**src/rtl/sensor_monitor_ctrl.sv**
```systemverilog
// Periodic sensor-bank sampler with debounced, latched alarm and captured source vector.
// Optional build macro SENSOR_MASK_EN adds a sensor_mask input applied before the error rule.
module sensor_monitor_ctrl #(
   parameter int unsigned SAMPLE_DIV = 32'd4,
   parameter int unsigned DEBOUNCE   = 32'd3
) (
   input  logic       clk,
   input  logic       n_rst,
   input  logic       enable,
   input  logic [3:0] sensors,
`ifdef SENSOR_MASK_EN
   input  logic [3:0] sensor_mask,
`endif
   input  logic       clear,
   output logic       sample_strobe,
   output logic       error_now,
   output logic       alarm,
   output logic [3:0] alarm_src,
   output logic       busy
);

   typedef enum logic [1:0] {
      ST_IDLE   = 2'd0,
      ST_WAIT   = 2'd1,
      ST_SAMPLE = 2'd2,
      ST_ALARM  = 2'd3
   } state_t;

   localparam logic [7:0] DIV_LAST = 8'(SAMPLE_DIV - 32'd1);
   localparam logic [3:0] DEB_LAST = 4'(DEBOUNCE - 32'd1);

   function automatic logic err_rule(input logic [3:0] s);
      return s[0] | (s[1] & s[2]) | (s[1] & s[3]);
   endfunction

   state_t     state_r, state_nx_s;
   logic [7:0] div_cnt_r, div_cnt_nx_s;
   logic [3:0] err_cnt_r, err_cnt_nx_s;
   logic       error_now_r, error_now_nx_s;
   logic       alarm_r, alarm_nx_s;
   logic [3:0] alarm_src_r, alarm_src_nx_s;
   logic       strobe_r, busy_r;
   logic [3:0] eff_sensors_s;
   logic       sample_err_s;

`ifdef SENSOR_MASK_EN
   assign eff_sensors_s = sensors & ~sensor_mask;
`else
   assign eff_sensors_s = sensors;
`endif
   assign sample_err_s = err_rule(eff_sensors_s);

   // State register.
   always_ff @(posedge clk or negedge n_rst) begin
      if (!n_rst) begin
         state_r <= ST_IDLE;
      end else begin
         state_r <= state_nx_s;
      end
   end

   // Next-state, counter and alarm-capture decisions.
   always_comb begin
      state_nx_s     = state_r;
      div_cnt_nx_s   = div_cnt_r;
      err_cnt_nx_s   = err_cnt_r;
      error_now_nx_s = error_now_r;
      alarm_nx_s     = alarm_r;
      alarm_src_nx_s = alarm_src_r;
      case (state_r)
         ST_IDLE: begin
            div_cnt_nx_s = 8'd0;
            err_cnt_nx_s = 4'd0;
            if (enable) begin
               state_nx_s = ST_WAIT;
            end else begin
               state_nx_s = ST_IDLE;
            end
         end
         ST_WAIT: begin
            // Dropping enable wins over a count that has just expired.
            if (!enable) begin
               state_nx_s   = ST_IDLE;
               div_cnt_nx_s = 8'd0;
            end else if (div_cnt_r == DIV_LAST) begin
               state_nx_s   = ST_SAMPLE;
               div_cnt_nx_s = 8'd0;
            end else begin
               div_cnt_nx_s = div_cnt_r + 8'd1;
            end
         end
         ST_SAMPLE: begin
            error_now_nx_s = sample_err_s;
            div_cnt_nx_s   = 8'd0;
            if (sample_err_s && (err_cnt_r == DEB_LAST)) begin
               state_nx_s     = ST_ALARM;
               alarm_nx_s     = 1'b1;
               alarm_src_nx_s = eff_sensors_s;
            end else begin
               if (sample_err_s) begin
                  err_cnt_nx_s = err_cnt_r + 4'd1;
               end else begin
                  err_cnt_nx_s = 4'd0;
               end
               if (enable) begin
                  state_nx_s = ST_WAIT;
               end else begin
                  state_nx_s = ST_IDLE;
               end
            end
         end
         ST_ALARM: begin
            if (clear) begin
               state_nx_s     = ST_IDLE;
               alarm_nx_s     = 1'b0;
               alarm_src_nx_s = 4'd0;
               err_cnt_nx_s   = 4'd0;
            end else begin
               state_nx_s = ST_ALARM;
            end
         end
         default: begin
            state_nx_s     = ST_IDLE;
            div_cnt_nx_s   = 8'd0;
            err_cnt_nx_s   = 4'd0;
            alarm_nx_s     = 1'b0;
            alarm_src_nx_s = 4'd0;
         end
      endcase
   end

   // Datapath registers; strobe and busy are registered from the next state so they track it exactly.
   always_ff @(posedge clk or negedge n_rst) begin
      if (!n_rst) begin
         div_cnt_r   <= 8'd0;
         err_cnt_r   <= 4'd0;
         error_now_r <= 1'b0;
         alarm_r     <= 1'b0;
         alarm_src_r <= 4'd0;
         strobe_r    <= 1'b0;
         busy_r      <= 1'b0;
      end else begin
         div_cnt_r   <= div_cnt_nx_s;
         err_cnt_r   <= err_cnt_nx_s;
         error_now_r <= error_now_nx_s;
         alarm_r     <= alarm_nx_s;
         alarm_src_r <= alarm_src_nx_s;
         strobe_r    <= (state_nx_s == ST_SAMPLE);
         busy_r      <= (state_nx_s != ST_IDLE);
      end
   end

   assign sample_strobe = strobe_r;
   assign error_now     = error_now_r;
   assign alarm         = alarm_r;
   assign alarm_src     = alarm_src_r;
   assign busy          = busy_r;

   sensor_monitor_ctrl_chk #(
      .DEBOUNCE (DEBOUNCE)
   ) u_chk (
      .clk           (clk),
      .n_rst         (n_rst),
      .sample_strobe (strobe_r),
      .busy          (busy_r),
      .alarm         (alarm_r),
      .alarm_src     (alarm_src_r),
      .err_cnt       (err_cnt_r)
   );

endmodule

// Invariant checker for sensor_monitor_ctrl.
module sensor_monitor_ctrl_chk #(
   parameter int unsigned DEBOUNCE = 32'd3
) (
   input logic       clk,
   input logic       n_rst,
   input logic       sample_strobe,
   input logic       busy,
   input logic       alarm,
   input logic [3:0] alarm_src,
   input logic [3:0] err_cnt
);

   localparam logic [3:0] DEB_LAST = 4'(DEBOUNCE - 32'd1);

   a_strobe_busy: assert property (@(posedge clk) disable iff (!n_rst)
      sample_strobe |-> busy);

   a_strobe_single: assert property (@(posedge clk) disable iff (!n_rst)
      sample_strobe |=> !sample_strobe);

   // A raising sample always has at least one active bit, so the captured vector is never zero.
   a_alarm_src: assert property (@(posedge clk) disable iff (!n_rst)
      alarm == (alarm_src != 4'd0));

   a_err_cnt_range: assert property (@(posedge clk) disable iff (!n_rst)
      err_cnt <= DEB_LAST);

endmodule
```
**config.mk**
```make
export PLATFORM = sky130hd
export DESIGN_NAME = sensor_monitor_ctrl
export DESIGN_NICKNAME = d
export VERILOG_FILES = /design/src/rtl/sensor_monitor_ctrl.sv
export SDC_FILE = /design/constraint.sdc
export NUM_CORES = 1
export LEC_CHECK = 0
export BUFFER_PORTS_ARGS = -buffer_cell sky130_fd_sc_hd__buf_4
export CAP_MARGIN = 0
export CELL_PAD_IN_SITES_DETAIL_PLACEMENT = 0
export CELL_PAD_IN_SITES_GLOBAL_PLACEMENT = 2
export CORE_ASPECT_RATIO = 0.8
export CORE_UTILIZATION = 25
export DETAILED_ROUTE_END_ITERATION = 8
export HOLD_SLACK_MARGIN = 0.08
export PLACE_DENSITY_LB_ADDON = 0.1
export SETUP_SLACK_MARGIN = 0.3
export SLEW_MARGIN = 5
export SYNTH_ARGS = -nofsm -noshare
export SYNTH_HDL_FRONTEND = slang
export SYNTH_HIERARCHICAL = 1
export SYNTH_SLANG_ARGS = --single-unit
export TNS_END_PERCENT = 50
```
**constraint.sdc**
```tcl
create_clock -name clk -period 2.5 [get_ports clk]
set_clock_uncertainty 0.2 [all_clocks]
set_input_delay 0.5 -clock clk [delete_from_list [all_inputs] [get_ports clk]]
set_output_delay 0.5 -clock clk [all_outputs]
set_load 0.05 [all_outputs]
```
; Word-level counts from Yosys, hierarchy flattened
; Cells that the tools add are included.
[word_totals]
register_bits = 22
latchBits = 0
mem_bits_rw = 0
rom_bits = 0
in_bits = 8
elab_cells = 50
mem_count = 0
[op_classes]
addsub = 2
multipliers = 0
div = 0
n_lt_le_gt_ge = 0
n_eq_ne = 9
n_shift = 0
muxes = 18
n_bitwise = 4
reduce_logical = 9
[ops]
columns = op, n
row1 = 4-bit two-way mux, 4
row2 = 8-bit two-way mux, 2
row3 = 8-bit case mux with 2 select lines, 1
row4 = 4-bit case mux with 3 select lines, 1
row5 = 8-bit by 1-bit adder with 8-bit output (second input constant), 1
row6 = 8-bit by 2-bit == test with 1-bit output (second input constant), 1
row7 = 2-bit two-way mux, 4
row8 = 2-bit case mux with 4 select lines, 1
row9 = 4-bit case mux with 2 select lines, 1
row10 = 2-bit == test (second input constant), 3
row11 = 2-bit inequality test (second input constant), 3
row12 = 3-bit AND reduction, 2
row13 = 2-bit nonzero test, 3
row14 = 4-bit by 1-bit adder with 4-bit output (second input constant), 1
row15 = 4-bit by 2-bit == test with 1-bit output (second input constant), 1
row16 = 1-bit two-way mux, 3
row17 = 3-bit nonzero test, 1
row18 = 1-bit bitwise AND, 2
row19 = 2-bit by 1-bit == test with 1-bit output (second input constant), 1
row20 = 2-bit zero test, 1
row21 = 1-bit bitwise OR, 2
row22 = 1-bit case mux with 2 select lines, 1
row23 = 2-bit OR reduction, 1
row24 = 1-bit logical AND, 1

; Depth between registers and ports, before layout
[depth]
depth_word = 7
depth_mapped = 7
depth_no_buf = 6

; Worst setup path after synthesis
; Ideal clock, no wire load.
[synth_path]
path_type = register to register
startpoint = register state_r[0]
endpoint = register busy_r, in the netlist busy
setup_ps = 66
arrival_ps = 1522
required_ps = 2234
setup_slack_ps = 712
stages_incl_launch_ff = 7
n_path_buf = 0
period_less_slack_ps = 1788
path_cell_list = dfrtp_1 inv_1 ha_1 or4b_4 o31ai_2 a211o_2 nand2b_1
[synth_via]
elab_chain_cells = 4
elab_cells_between_ends = 8
classes_between = eq/ne: 3 / mux: 3 / reduce/logical: 2
[synth_rtl]
columns = element, line
row1 = "start, declared", 36  ; state_t state_r, state_nx_s;
row2 = "start signal, assigned", 58  ; state_r <= state_nx_s;
row3 = 2-bit two-way mux, 85  ; end else if (div_cnt_r == DIV_LAST) begin
row4 = 2-bit two-way mux, 82  ; if (!enable) begin
row5 = 2-bit case mux with 4 select lines (*), 70  ; case (state_r)
row6 = via state_nx_s[0], 36
row7 = 2-bit nonzero test (*), 149  ; busy_r <= (state_nx_s != ST_IDLE);
row8 = "end signal, assigned", 149
row9 = "end, declared", 42  ; logic strobe_r, busy_r;
; Mark *: on every way through the listed nets, which the timed path passes. The rest lies on a longest branch.
; A chain may end at the register's enable or synchronous reset.

; Final worst setup path
[layout_path]
startpoint = register state_r[0]
endpoint = register div_cnt_r[3]
[layout_via]
elab_chain_cells = 3
elab_cells_between_ends = 6
classes_between = eq/ne: 2 / mux: 1 / reduce/logical: 3
[layout_rtl]
columns = element, line
row1 = 2-bit == test / 2-bit zero test (equally long branches), 70
row2 = 2-bit OR reduction (no line), --
row3 = 8-bit case mux with 2 select lines / 2-bit nonzero test (equally long branches), --
row4 = "end signal, assigned", 143  ; div_cnt_r <= div_cnt_nx_s;
row5 = "end, declared", 37  ; logic [7:0] div_cnt_r, div_cnt_nx_s;
; Parallel ways exist; a longest one is shown, timed or not.

==> run metrics <==
Vias 906; Yosys Warn Count 6; non-filler cells, final 193; initial drt markers 64; EDFF count, synth 0; Compound-Gate Fraction of Synth Area 0.172; FF+latch area 551 um^2; global route total overflow 0; routability cong. 0.732; Core Rows 22; post-synth top area cell dfrtp_1; synthesized instance count 114; final setup TNS 0 ns; Clock Sink Count 22; M3 GR Usage 0.0386; CP Launch Type flip-flop; Slew Limit Fails 0; met2 usage 0.187; Worst-path clk slew 0.08 ns; Post-CTS Resized 0; Pwr Density 479 nW/um^2; Antenna Cells 0; Routed Antenna Nets 0; clk buf depth 2; initial antenna violation count 0; crit path time final 2.00 ns; Least-Margin Pin Slew 0.674 ns; crit path capture type flip-flop; Hold Fails Final Rpt 0; Crit Path Category reg -> reg; gr usage total 0.133; Max Cap Violations 0; top-count cell post-synth dfrtp_1; arrival time of the worst setup path 1.93 ns; Pre-Repair DR Iteration Count 4; Synth Area in XOR/XNOR 0.0510; Pleak 0.691 nW; adder-cell share of the synthesized area 0.0728; status finished, final reports clean; critical path required time 2.43 ns; RSZ-0062 raised after global routing no; Area growth syn-to-layout 20.9%; first-pass GRT wire length 5040 um; Post-Synth Simple-Gate Area 0.179; Final setup viols 0; PnR Total Power 0.000697 W; main combinational cell family by area after synthesis simple AND/OR/NAND/NOR gates; Initial Utilization 0.262; htree depth 1; Yosys reg bits 22; DRC viols 0; Most used DFF post-synth dfrtp_1; Ports 16; Final nets 149; Slew headroom 0.551; Hold Path Class reg -> reg; number of global-route vias before repair 932; multiplexer share of the synthesized area 0.0416; layout cell share with drive strength beyond 1 0.203; sequential fraction of the synthesis area 0.458; worst-path fanout max 10; Clock Latency Late Sink 0.26 ns; Mapped Avg Cell Area 10.5 um^2; largest net degree at the start of global routing 23; Vias/cell 4.69; Inst Count DP 188; die area 5090 um^2; multi-input logic area 621 um^2; Root Buffer clkbuf_8; DRT Wirelength 2760 um; Final HPWL DP 2060 um; Synthesized Nets 129; hold slack 0.317 ns; die width 79.5 um; Distinct cells, synth 36; TritonCTS clock tree done; top cells by count, synth 22 x dfrtp_1, 10 x nor2_1, 7 x ha_1; fmax 0.500 GHz; Synth Cell Area 1200 um^2; core area 4600 um^2; Fill cells 480; top-area cell type share of the netlist area 0.458; Async SR Flop Fraction 1.00; met1 usage 0.195; grt peak-use layer met1; Die Ht 64.0 um; Avg WL per Cell 14.3 um; Max VDD drop 170 uV; Area contributors post-synth dfrtp_1 46%, ha_1 7.3%, o2bb2ai_1 4.4%; placed inst area 1390 um^2; total CTS buffers 3; PortBufs 15; Final period util 0.800; Design Area, Final 1450 um^2
==> final timing paths <==
path | from | end | slack (ns) | cells after the start
setup / recovery | state_r[0]$_DFF_PN0_ | div_cnt_r[3]$_DFFE_PN0P_ | 0.50 | 5
hold / removal | err_cnt_r[0]$_DFFE_PN0P_ | err_cnt_r[0]$_DFFE_PN0P_ | 0.32 | 1
setup reg to reg | state_r[0]$_DFF_PN0_ | div_cnt_r[3]$_DFFE_PN0P_ | 0.50 | 5
hold reg to reg | err_cnt_r[0]$_DFFE_PN0P_ | err_cnt_r[0]$_DFFE_PN0P_ | 0.32 | 1
max in group asynchronous | n_rst | alarm$_DFFE_PN0P_ | 1.39 | 2
min in group asynchronous | n_rst | div_cnt_r[7]$_DFFE_PN0P_ | 0.47 | 2
==> repair_timing <==
action,CTS,global route
hold buffers,1,0
setup buffers,0,0
endpoints found under the hold margin,22,0
==> report_power, final <==
part           total (W)  internal (W)  switching, W
combinational  0.0000708     0.0000263     0.0000445
clock           0.000258      0.000140      0.000118
sequential      0.000368      0.000362    0.00000596
total           0.000697      0.000528      0.000168
==> kinds of logic after synthesis <==
family | after synthesis
simple gates | 38
mux | 5
buf+inv | 8
compound gates | 27
xor+xnor | 7
fa+ha+maj | 7
flops | 22
==> stage by stage <==
stage                util  setup WS [ns]
finish              0.316          0.501
global route        0.316          0.335
CTS                 0.316          0.483
detailed placement  0.302          0.500
global placement    0.302          0.542
floorplan               -          0.712
==> area by class of cell <==
type	count	share of cell area
Timing Repair Buffer	17	0.0895
Clock buffer	4	0.0379
Tap cell	60	0.0516
Inverter	6	0.0155
Multi-Input combinational cell	84	0.427
Sequential cell	22	0.379
==> worst max-delay path: stages (launching register included) <==
cell     delay (ns)
dfrtp_1        0.41
inv_1          0.09
ha_1           0.35
nor3b_1        0.12
a21oi_1        0.57
nor2_1         0.11
==> placed cells by master, fill, tap and decap left out, types with 2 or more instances in the layout <==
master	synthesis	final
xor2_1	6	6
clkbuf_8	0	4
o21ai_1	2	2
mux2i_1	5	5
nand4b_1	2	2
o2bb2ai_1	6	6
nor3b_1	2	2
nor4_1	2	2
inv_1	6	6
nand2b_1	3	3
ha_1	7	7
nand3_1	5	5
o21a_1	3	3
o21ai_0	5	5
and3_1	2	2
nand2_1	5	5
nor2_1	10	10
dfrtp_1	22	22
buf_4	0	16
a211o_2	2	2
a21oi_1	2	2
==> flip-flops by register name, indices dropped and copies added (netlist names) <==
signal,count
alarm,1
alarm_src,4
busy,1
div_cnt_r,8
err_cnt_r,4
error_now,1
sample_strobe,1
state_r,2
==> per-layer routing <==
layer | share of wire | routed length [um]
met5 | 0 | 0
met4 | 0.0080 | 22
met3 | 0.052 | 144
met2 | 0.39 | 1080
met1 | 0.55 | 1520
No activity file was read; power rests on OpenSTA's default activity.
